[src/rtl/serial_adder_ctrl_pkg.sv]
// Shared definitions for the bit-serial add controller:
// FSM state encodings and the default operand width.
package serial_adder_ctrl_pkg;

  localparam int DEFAULT_WIDTH = 32;

  typedef enum logic [1:0] {
    ST_IDLE = 2'd0,
    ST_RUN  = 2'd1,
    ST_DONE = 2'd2
  } state_t;

endpackage

[src/rtl/serial_adder_ctrl_full_adder.sv]
// Single full-adder cell. The controller time-shares it across all bit positions.
module serial_adder_ctrl_full_adder (
  input  logic a,
  input  logic b,
  input  logic ci,
  output logic s,
  output logic co
);

  assign s  = a ^ b ^ ci;
  assign co = (a & b) | (ci & (a ^ b));

endmodule

[src/rtl/serial_adder_ctrl.sv]
// Bit-serial add controller.
// One full-adder cell processes one bit per clock, LSB first, with a
// START/BUSY/DONE handshake.
// Optional build macro SERIAL_ADD_SUB_EN adds a SUB port. When SUB is set at
// START, the controller computes A-B by loading ~B and forcing the carry-in to 1.
module serial_adder_ctrl
  import serial_adder_ctrl_pkg::*;
#(
  parameter int WIDTH = DEFAULT_WIDTH
) (
  input  logic             CLK,
  input  logic             RST,
  input  logic             START,
  input  logic [WIDTH-1:0] A,
  input  logic [WIDTH-1:0] B,
  input  logic             CI,
`ifdef SERIAL_ADD_SUB_EN
  input  logic             SUB,
`endif
  output logic [WIDTH-1:0] S,
  output logic             CO,
  output logic             OVF,
  output logic             BUSY,
  output logic             DONE
);

  localparam int CNT_W = $clog2(WIDTH) + 1;

  state_t             state_r;
  logic [WIDTH-1:0]   op_a_r;
  logic [WIDTH-1:0]   op_b_r;
  logic               cy_r;
  logic [CNT_W-1:0]   cnt_r;
  logic [WIDTH-1:0]   s_r;
  logic               co_r;
  logic               ovf_r;
  logic               busy_r;
  logic               done_r;

  logic               s_bit_s;
  logic               c_bit_s;
  logic               last_s;
  logic [WIDTH-1:0]   s_next_s;
  logic [WIDTH-1:0]   b_load_s;
  logic               cy_load_s;

  serial_adder_ctrl_full_adder u_fa (
    .a  (op_a_r[0]),
    .b  (op_b_r[0]),
    .ci (cy_r),
    .s  (s_bit_s),
    .co (c_bit_s)
  );

  assign last_s = (cnt_r == CNT_W'(WIDTH - 1));

  // Shift the new sum bit in at the MSB. This form also works for WIDTH=1.
  always_comb begin
    s_next_s            = s_r >> 1;
    s_next_s[WIDTH-1]   = s_bit_s;
  end

  // Select the operand B and carry-in values loaded on an accepted START.
  always_comb begin
`ifdef SERIAL_ADD_SUB_EN
    if (SUB) begin
      b_load_s  = ~B;
      cy_load_s = 1'b1;
    end else begin
      b_load_s  = B;
      cy_load_s = CI;
    end
`else
    b_load_s  = B;
    cy_load_s = CI;
`endif
  end

  // Control FSM together with the operand, sum and flag registers.
  // On the last bit, cy_r still holds the carry into the MSB, so the
  // overflow flag comes straight from cy_r and the cell's carry-out.
  always_ff @(posedge CLK or negedge RST) begin
    if (!RST) begin
      state_r <= ST_IDLE;
      op_a_r  <= '0;
      op_b_r  <= '0;
      cy_r    <= 1'b0;
      cnt_r   <= '0;
      s_r     <= '0;
      co_r    <= 1'b0;
      ovf_r   <= 1'b0;
      busy_r  <= 1'b0;
      done_r  <= 1'b0;
    end else begin
      case (state_r)
        ST_IDLE: begin
          if (START) begin
            op_a_r  <= A;
            op_b_r  <= b_load_s;
            cy_r    <= cy_load_s;
            cnt_r   <= '0;
            s_r     <= '0;
            busy_r  <= 1'b1;
            state_r <= ST_RUN;
          end
        end
        ST_RUN: begin
          s_r    <= s_next_s;
          op_a_r <= op_a_r >> 1;
          op_b_r <= op_b_r >> 1;
          cy_r   <= c_bit_s;
          cnt_r  <= cnt_r + CNT_W'(1);
          if (last_s) begin
            co_r    <= c_bit_s;
            ovf_r   <= cy_r ^ c_bit_s;
            busy_r  <= 1'b0;
            done_r  <= 1'b1;
            state_r <= ST_DONE;
          end
        end
        ST_DONE: begin
          done_r  <= 1'b0;
          state_r <= ST_IDLE;
        end
        default: begin
          busy_r  <= 1'b0;
          done_r  <= 1'b0;
          state_r <= ST_IDLE;
        end
      endcase
    end
  end

  assign S    = s_r;
  assign CO   = co_r;
  assign OVF  = ovf_r;
  assign BUSY = busy_r;
  assign DONE = done_r;

endmodule

[config.mk]
export PLATFORM = sky130hd
export DESIGN_NAME = serial_adder_ctrl
export DESIGN_NICKNAME = d
export VERILOG_FILES = /design/src/rtl/serial_adder_ctrl_pkg.sv /design/src/rtl/serial_adder_ctrl_full_adder.sv /design/src/rtl/serial_adder_ctrl.sv
export SDC_FILE = /design/constraint.sdc
export NUM_CORES = 1
export LEC_CHECK = 0
export BUFFER_PORTS_ARGS = -buffer_cell sky130_fd_sc_hd__buf_2
export CORE_AREA = 2 2 124 102
export DETAILED_ROUTE_END_ITERATION = 7
export DIE_AREA = 0 0 126 104
export PLACE_DENSITY = 0.63
export SETUP_SLACK_MARGIN = 0.05
export SYNTH_ARGS = -nofsm -noshare
export SYNTH_HDL_FRONTEND = slang
export SYNTH_SLANG_ARGS = --single-unit
[constraint.sdc]
create_clock -name CLK -period 2.1 [get_ports CLK]
set_input_delay 0.105 -clock CLK [delete_from_list [all_inputs] [get_ports CLK]]
set_output_delay 0.105 -clock CLK [all_outputs]
set_load 0.02 [all_outputs]
==> impl_metrics.yaml, run 1 <==
global_routing:
  antenna_found_initial: 0
  busiest_layer: "met2"
  grt_use_met3_pct: 4.887
  first_global_vias: 3642
  grt_max_degree: 67
  grtUsageMet1_pct: 25.50
  overflow: 0
  use_met2_pct: 26.00
  grt_use_total_pct: 17.49
  grt_pass1_wl_mm: 19.02
power_and_ir_drop:
  internal_power_w: 0.005292
  ir_worst_vdd_mv: 0.5292
  p_switching_w: 0.003169
  clock_power_share_pct: 20.2
  power_density_nw_per_um2: 1505
  power.leakage_nw: 2.491
  swShare_pct: 37.45
  power_w: 0.008461
  combPwrFrac_pct: 35.1
  p_seq_share_pct: 44.7
worst_hold_path:
  min_from: "A[13]"
  hold_class: "input pin to flip-flop"
  min_to: "op_a_r[13]"
  whs_path_depth: 3
synth:
  synth_nets: 487
  netlist.area_leader.share_pct: 58.79
  yosysWarningCount: 0
  syn_inst: 417
  yosysTopAreaCell: "dfrtp_1"
  syn_area_per_cell_um2: 11.13
  ys_seq_area_share_pct: 58.79
  synth_cell_types: 30
  synth_seq_cells: 109
  syn-cell-area_um2: 4639
  synth_area_leaders: "dfrtp_1, o22ai_1, a21oi_1"
sta:
  drv_slew: 0
  finalSetupViolations: 0
  finalCriticalPeriod_ns: 1.588
  hold_violations: 0
  skew_ns: 0.008879
  tns_ns: 0
  worst_slew_pin_slew_ns: 0.4975
  fmax_mhz: 629.6
  slew_headroom_pct: 66.78
  grt_setup_unrepaired: "false"
  fin_crit_sh_pct: 75.64
clocking:
  cts-resized-gates: 0
  tritoncts: "yes"
  numClockSinks: 109
  clk_pin_slew_worst_paths_ns: 0.07
  insertion_delay_ns: 0.34
  cts_max_path_buffers: 2
  root_buffer: "clkbuf_16"
  cts_made_buffers: 9
  htreeDepth: 3
floorplan:
  die_w_um: 126
  dieHeight_um: 104
  num_io_pins: 104
  die-area_um2: 13100
  coreArea_um2: 11890
  start_util_pct: 39.02
  placement_rows: 36
worst_setup_path:
  reg2reg_slack_ns: 0.51
  r2r-start: "cnt_r[0]"
  worstReg2RegEnd: "OVF"
  worstSetupPathType: "flip-flop to flip-flop"
  crit_required_ns: 2.33
  worst-r2r-cell-count: 4
  crit_fanout: 5
  startpoint_type: "flip-flop"
  arrival_ns: 1.82
  cp-end-kind: "flip-flop"
cells_and_area:
  regArea_um2: 2728
  num_antenna_cells: 0
  areaGrowthSynthToFinish_pct: 21.14
  nets: 575
  fillers: 1145
  drive_gt1_share_pct: 27.17
  multi_input_comb_area_um2: 1678
run_status:
  status: "complete, no violations"
placement:
  portBuffers: 103
  place_hpwl_mm: 7.217
  gp_congestion: 0.8488
flow_run:
  drv_cap: 0
routing:
  ant_nets: 0
  vias: 3824
  routedWlPerCell_um: 17.12
  vias_per_cell: 5.794
  drt_iter0_drc: 288
  route.detailed.drc: 0
  drt_first_pass_iters: 5
  totalWireLength_mm: 11.30
-- layout by cell type, fill, tap and decap left out, drive strengths merged, types with 3 or more instances in the layout --
cell type / count
a22o: 34
clkbuf: 11
a21oi: 65
o22ai: 125
mux2i: 4
buf: 116
o21ai: 6
nand2: 3
dfrtp: 109
dlygate4sd3: 3
inv: 8
-- synthesized netlist by cell type --
library cell / n
nand2b_1: 2
nor2b_1: 1
buf_6: 1
ha_1: 1
nor3_1: 2
clkbuf_1: 16
o21bai_2: 1
nor2_1: 2
o32ai_1: 1
nand4_1: 2
a21o_1: 1
buf_2: 16
nand2_1: 3
buf_4: 7
mux2_4: 1
buf_1: 2
o22ai_1: 125
mux2i_1: 4
inv_1: 6
dfrtp_1: 109
fa_1: 1
nor4_4: 1
xnor2_1: 1
a22o_1: 34
nand3_1: 1
a21oi_1: 65
a2bb2oi_1: 2
o21ai_0: 6
and2b_1: 1
inv_2: 2
-- worst max path at each step --
stage | startpoint | to | slack [ns]
floorplan | cnt_r[0] | OVF | 0.65
global placement | cnt_r[0] | OVF | 0.56
detailed placement | cnt_r[0] | OVF | 0.54
CTS | cnt_r[0] | OVF | 0.53
global route | cnt_r[0] | OVF | 0.42
finish | cnt_r[0] | OVF | 0.51
-- power by group through the flow --
stage	clock (W)	combinational (W)	sequential, W
3_5_place_dp	0	0.00299	0.00380
3_3_place_gp	0	0.00290	0.00377
2_1_floorplan	0	0.00185	0.00400
5_1_grt	0.00186	0.00329	0.00391
4_1_cts	0.00176	0.00300	0.00377
6_report	0.00171	0.00297	0.00378
-- metal layers --
| layer | wire [um] | vias to the layer above |
|---|---|---|
| li1 | - | 1822 |
| met1 | 5340 | 1895 |
| met2 | 5249 | 100 |
| met3 | 617 | 7 |
| met4 | 93 | 0 |
| met5 | 0 | - |
-- through the flow --
stage / setup WS, ns / instances / util, % / instance area (um2) / hold WS, ns
6_report: 0.5116 / 660 / 47.26 / 5620 / 0.05796
3_3_place_gp: 0.5636 / 643 / 44.50 / 5291 / 0.07459
5_1_grt: 0.4246 / 660 / 47.26 / 5620 / 0.05920
3_5_place_dp: 0.5424 / 643 / 44.50 / 5291 / 0.07824
4_1_cts: 0.5286 / 660 / 47.26 / 5620 / 0.04774
2_1_floorplan: 0.6506 / 417 / - / 4639 / -0.1906
-- critical path, stage by stage (launching register included) --
cell and delay, ns:
dfrtp_1 0.41, ha_1 0.21, inv_1 0.11, nor4_4 0.42, mux2_4 0.33
-- layout make-up --
cell class | count | share of cell area (%)
tap | 152 | 3.384
timing repair buffer | 119 | 12.38
multi-input combinational | 258 | 29.85
clock buffer | 11 | 4.497
clock inverter | 3 | 0.8237
sequential | 109 | 48.53
inverter | 8 | 0.5343
-- flip-flops by register name (all words and copies together) (netlist names), 2 cells and up --
signal	flops
cnt_r	6
op_a_r	32
op_b_r	32
state_r	2
S	32
-- logic make-up after synthesis --
| family | Yosys count | share of synthesized area, % |
|---|---|---|
| AOI/OAI and AO/OA | 235 | 31.90 |
| xor gates and xnor gates | 1 | 0.1888 |
| adders and majority gates | 2 | 0.7012 |
| buffers and inverters | 50 | 5.205 |
| DFF | 109 | 58.79 |
| muxes | 5 | 1.187 |
| and+or+nand+nor | 15 | 2.023 |
-- what timing repair did --
item	4_1_cts	5_1_grt
setup buffers	0	0
hold buffers	3	0
endpoints found under the hold margin	32	0
Note: power is estimated with default switching activity, not from simulation.
==> inputs of run 2 (changes only) <==
clock period = 1.51 ns   (was 2.1 ns; I/O delays follow)
==> run 2 against run 1 <==
Net effect: worst hold slack got worse by 0.036 ns; clock power rose by 36%; critical path type unchanged; core utilization rose by 1.2 points; largest power group unchanged; global-route usage rose by 0.42 points.
==> impl_metrics.yaml, run 2 (same netlist as run 1, synthesis figures left out) <==
floorplan:
  start_util_pct: 39.02
  die-area_um2: 13100
  placement_rows: 36
  coreArea_um2: 11890
  die_w_um: 126
  dieHeight_um: 104
  num_io_pins: 104
routing:
  totalWireLength_mm: 11.68
  route.detailed.drc: 0
  drt_iter0_drc: 299
  vias_per_cell: 5.792
  routedWlPerCell_um: 17.35
  ant_nets: 0
  vias: 3898
  drt_first_pass_iters: 5
global_routing:
  overflow: 0
  grt_pass1_wl_mm: 19.27
  grt_use_total_pct: 17.92
  first_global_vias: 3732
  grt_max_degree: 71
  antenna_found_initial: 0
flow_run:
  drv_cap: 0
placement:
  place_hpwl_mm: 7.484
  dp_cells: 652
  portBuffers: 103
  gp_congestion: 0.7764
  dpl-instance-area_um2: 5409
clocking:
  htreeDepth: 3
  clk_pin_slew_worst_paths_ns: 0.07
  tritoncts: "yes"
  cts_made_buffers: 9
  insertion_delay_ns: 0.35
  cts_max_path_buffers: 2
  numClockSinks: 109
  root_buffer: "clkbuf_16"
sta:
  fmax_mhz: 728.4
  finalSetupViolations: 0
  grt_setup_unrepaired: "false"
  slew_headroom_pct: 75.15
  skew_ns: 0.007305
  worst_slew_pin_slew_ns: 0.3727
  fin_crit_sh_pct: 90.92
  finalCriticalPeriod_ns: 1.373
  drv_slew: 0
  tns_ns: 0
  hold_violations: 0
cells_and_area:
  num_antenna_cells: 0
  nets: 586
  layout_commonest_cell: "o22ai_1"
  utilization_pct: 48.45
  design_area_um2: 5762
  drive_gt1_share_pct: 29.56
  fillers: 1162
  layout_common_cells: "o22ai_1, dfrtp_1, buf_2"
  areaGrowthSynthToFinish_pct: 24.19
  final_cell_count_no_fill: 673
worst_setup_path:
  cp_top_family: "adder cells"
  critical_path.slowest_cell: "fa_2"
  crit_required_ns: 1.74
  cp-end-kind: "flip-flop"
  timing.critical_path.buf_inv: 1
  worst-r2r-cell-count: 4
  slowest_delay_ns: 0.42
  worstSetupPathType: "flip-flop to flip-flop"
  startpoint_type: "flip-flop"
  path_cells: "inv_1 -> fa_2 -> xnor2_1 -> mux2_4"
  worstReg2RegEnd: "OVF"
  r2r-start: "cy_r"
  reg2reg_slack_ns: 0.14
  arrival_ns: 1.60
  crit_fanout: 3
run_status:
  status: "complete, no violations"
power_and_ir_drop:
  power.leakage_nw: 2.564
  power_w: 0.01200
  ir_worst_vdd_mv: 1.037
  power_density_nw_per_um2: 2082
worst_hold_path:
  hold_class: "input pin to flip-flop"
  min_from: "A[24]"
  whs_path_depth: 3
  min_to: "op_a_r[24]"
run 2: area by class of cell:
class                           instances  area (um2)  area share [%]
Sequential cell                       109        2729           47.36
Timing Repair Buffer                  130       828.3           14.38
Multi-Input combinational cell        258        1690           29.34
Clock inverter                          6       55.05          0.9555
Tap cell                              152       190.2           3.301
Inverter                                8       30.03          0.5212
Clock buffer                           10       239.0           4.148
run 2: how the worst max path moves through the flow:
stage,start,endpoint,slack (ns),cells past startpoint
final,cy_r,OVF,0.14,4
after global routing,cnt_r[2],CO,0.05,4
after CTS,cnt_r[0],OVF,0.05,4
after detailed placement,cy_r,OVF,0.04,4
after global placement,cy_r,OVF,0.09,4
after floorplan,cnt_r[0],OVF,0.06,4
run 2: worst reg2reg max path: stages (launching register included):
cell and delay, ns:
dfrtp_1 0.37, inv_1 0.08, fa_2 0.42, xnor2_1 0.14
mux2_4 0.25
run 2: repair_timing:
action / in CTS / in global routing
gates resized for setup: 1 / 3
buffers inserted: 0 / 2
endpoints found under the hold margin: 41 / 0
pin swaps: 0 / 1
gates cloned: 0 / 0
hold buffers: 3 / 0
setup endpoints to repair: 1 / 15
run 2: routing by layer:
metal	track usage [%]	wire length, um	part of all wire [%]
met5	0	0	0
met4	5.887	184	1.6
met3	4.475	615	5.3
met2	26.77	5486	47
met1	25.66	5391	46
run 2: where the power goes:
group	internal (W)	total, W	switching [W]
combinational	0.00197	0.00441	0.00244
sequential	0.00422	0.00527	0.00105
clock	0.00120	0.00232	0.00112
run 2: per-stage QoR:
| stage | setup WS, ns | hold WS (ns) |
|---|---|---|
| floorplan | 0.06058 | -0.2201 |
| CTS | 0.05292 | 0.008703 |
| global placement | 0.08880 | -0.01519 |
| detailed placement | 0.03788 | -0.01701 |
| global route | 0.04765 | 0.02152 |
| finish | 0.1371 | 0.02230 |
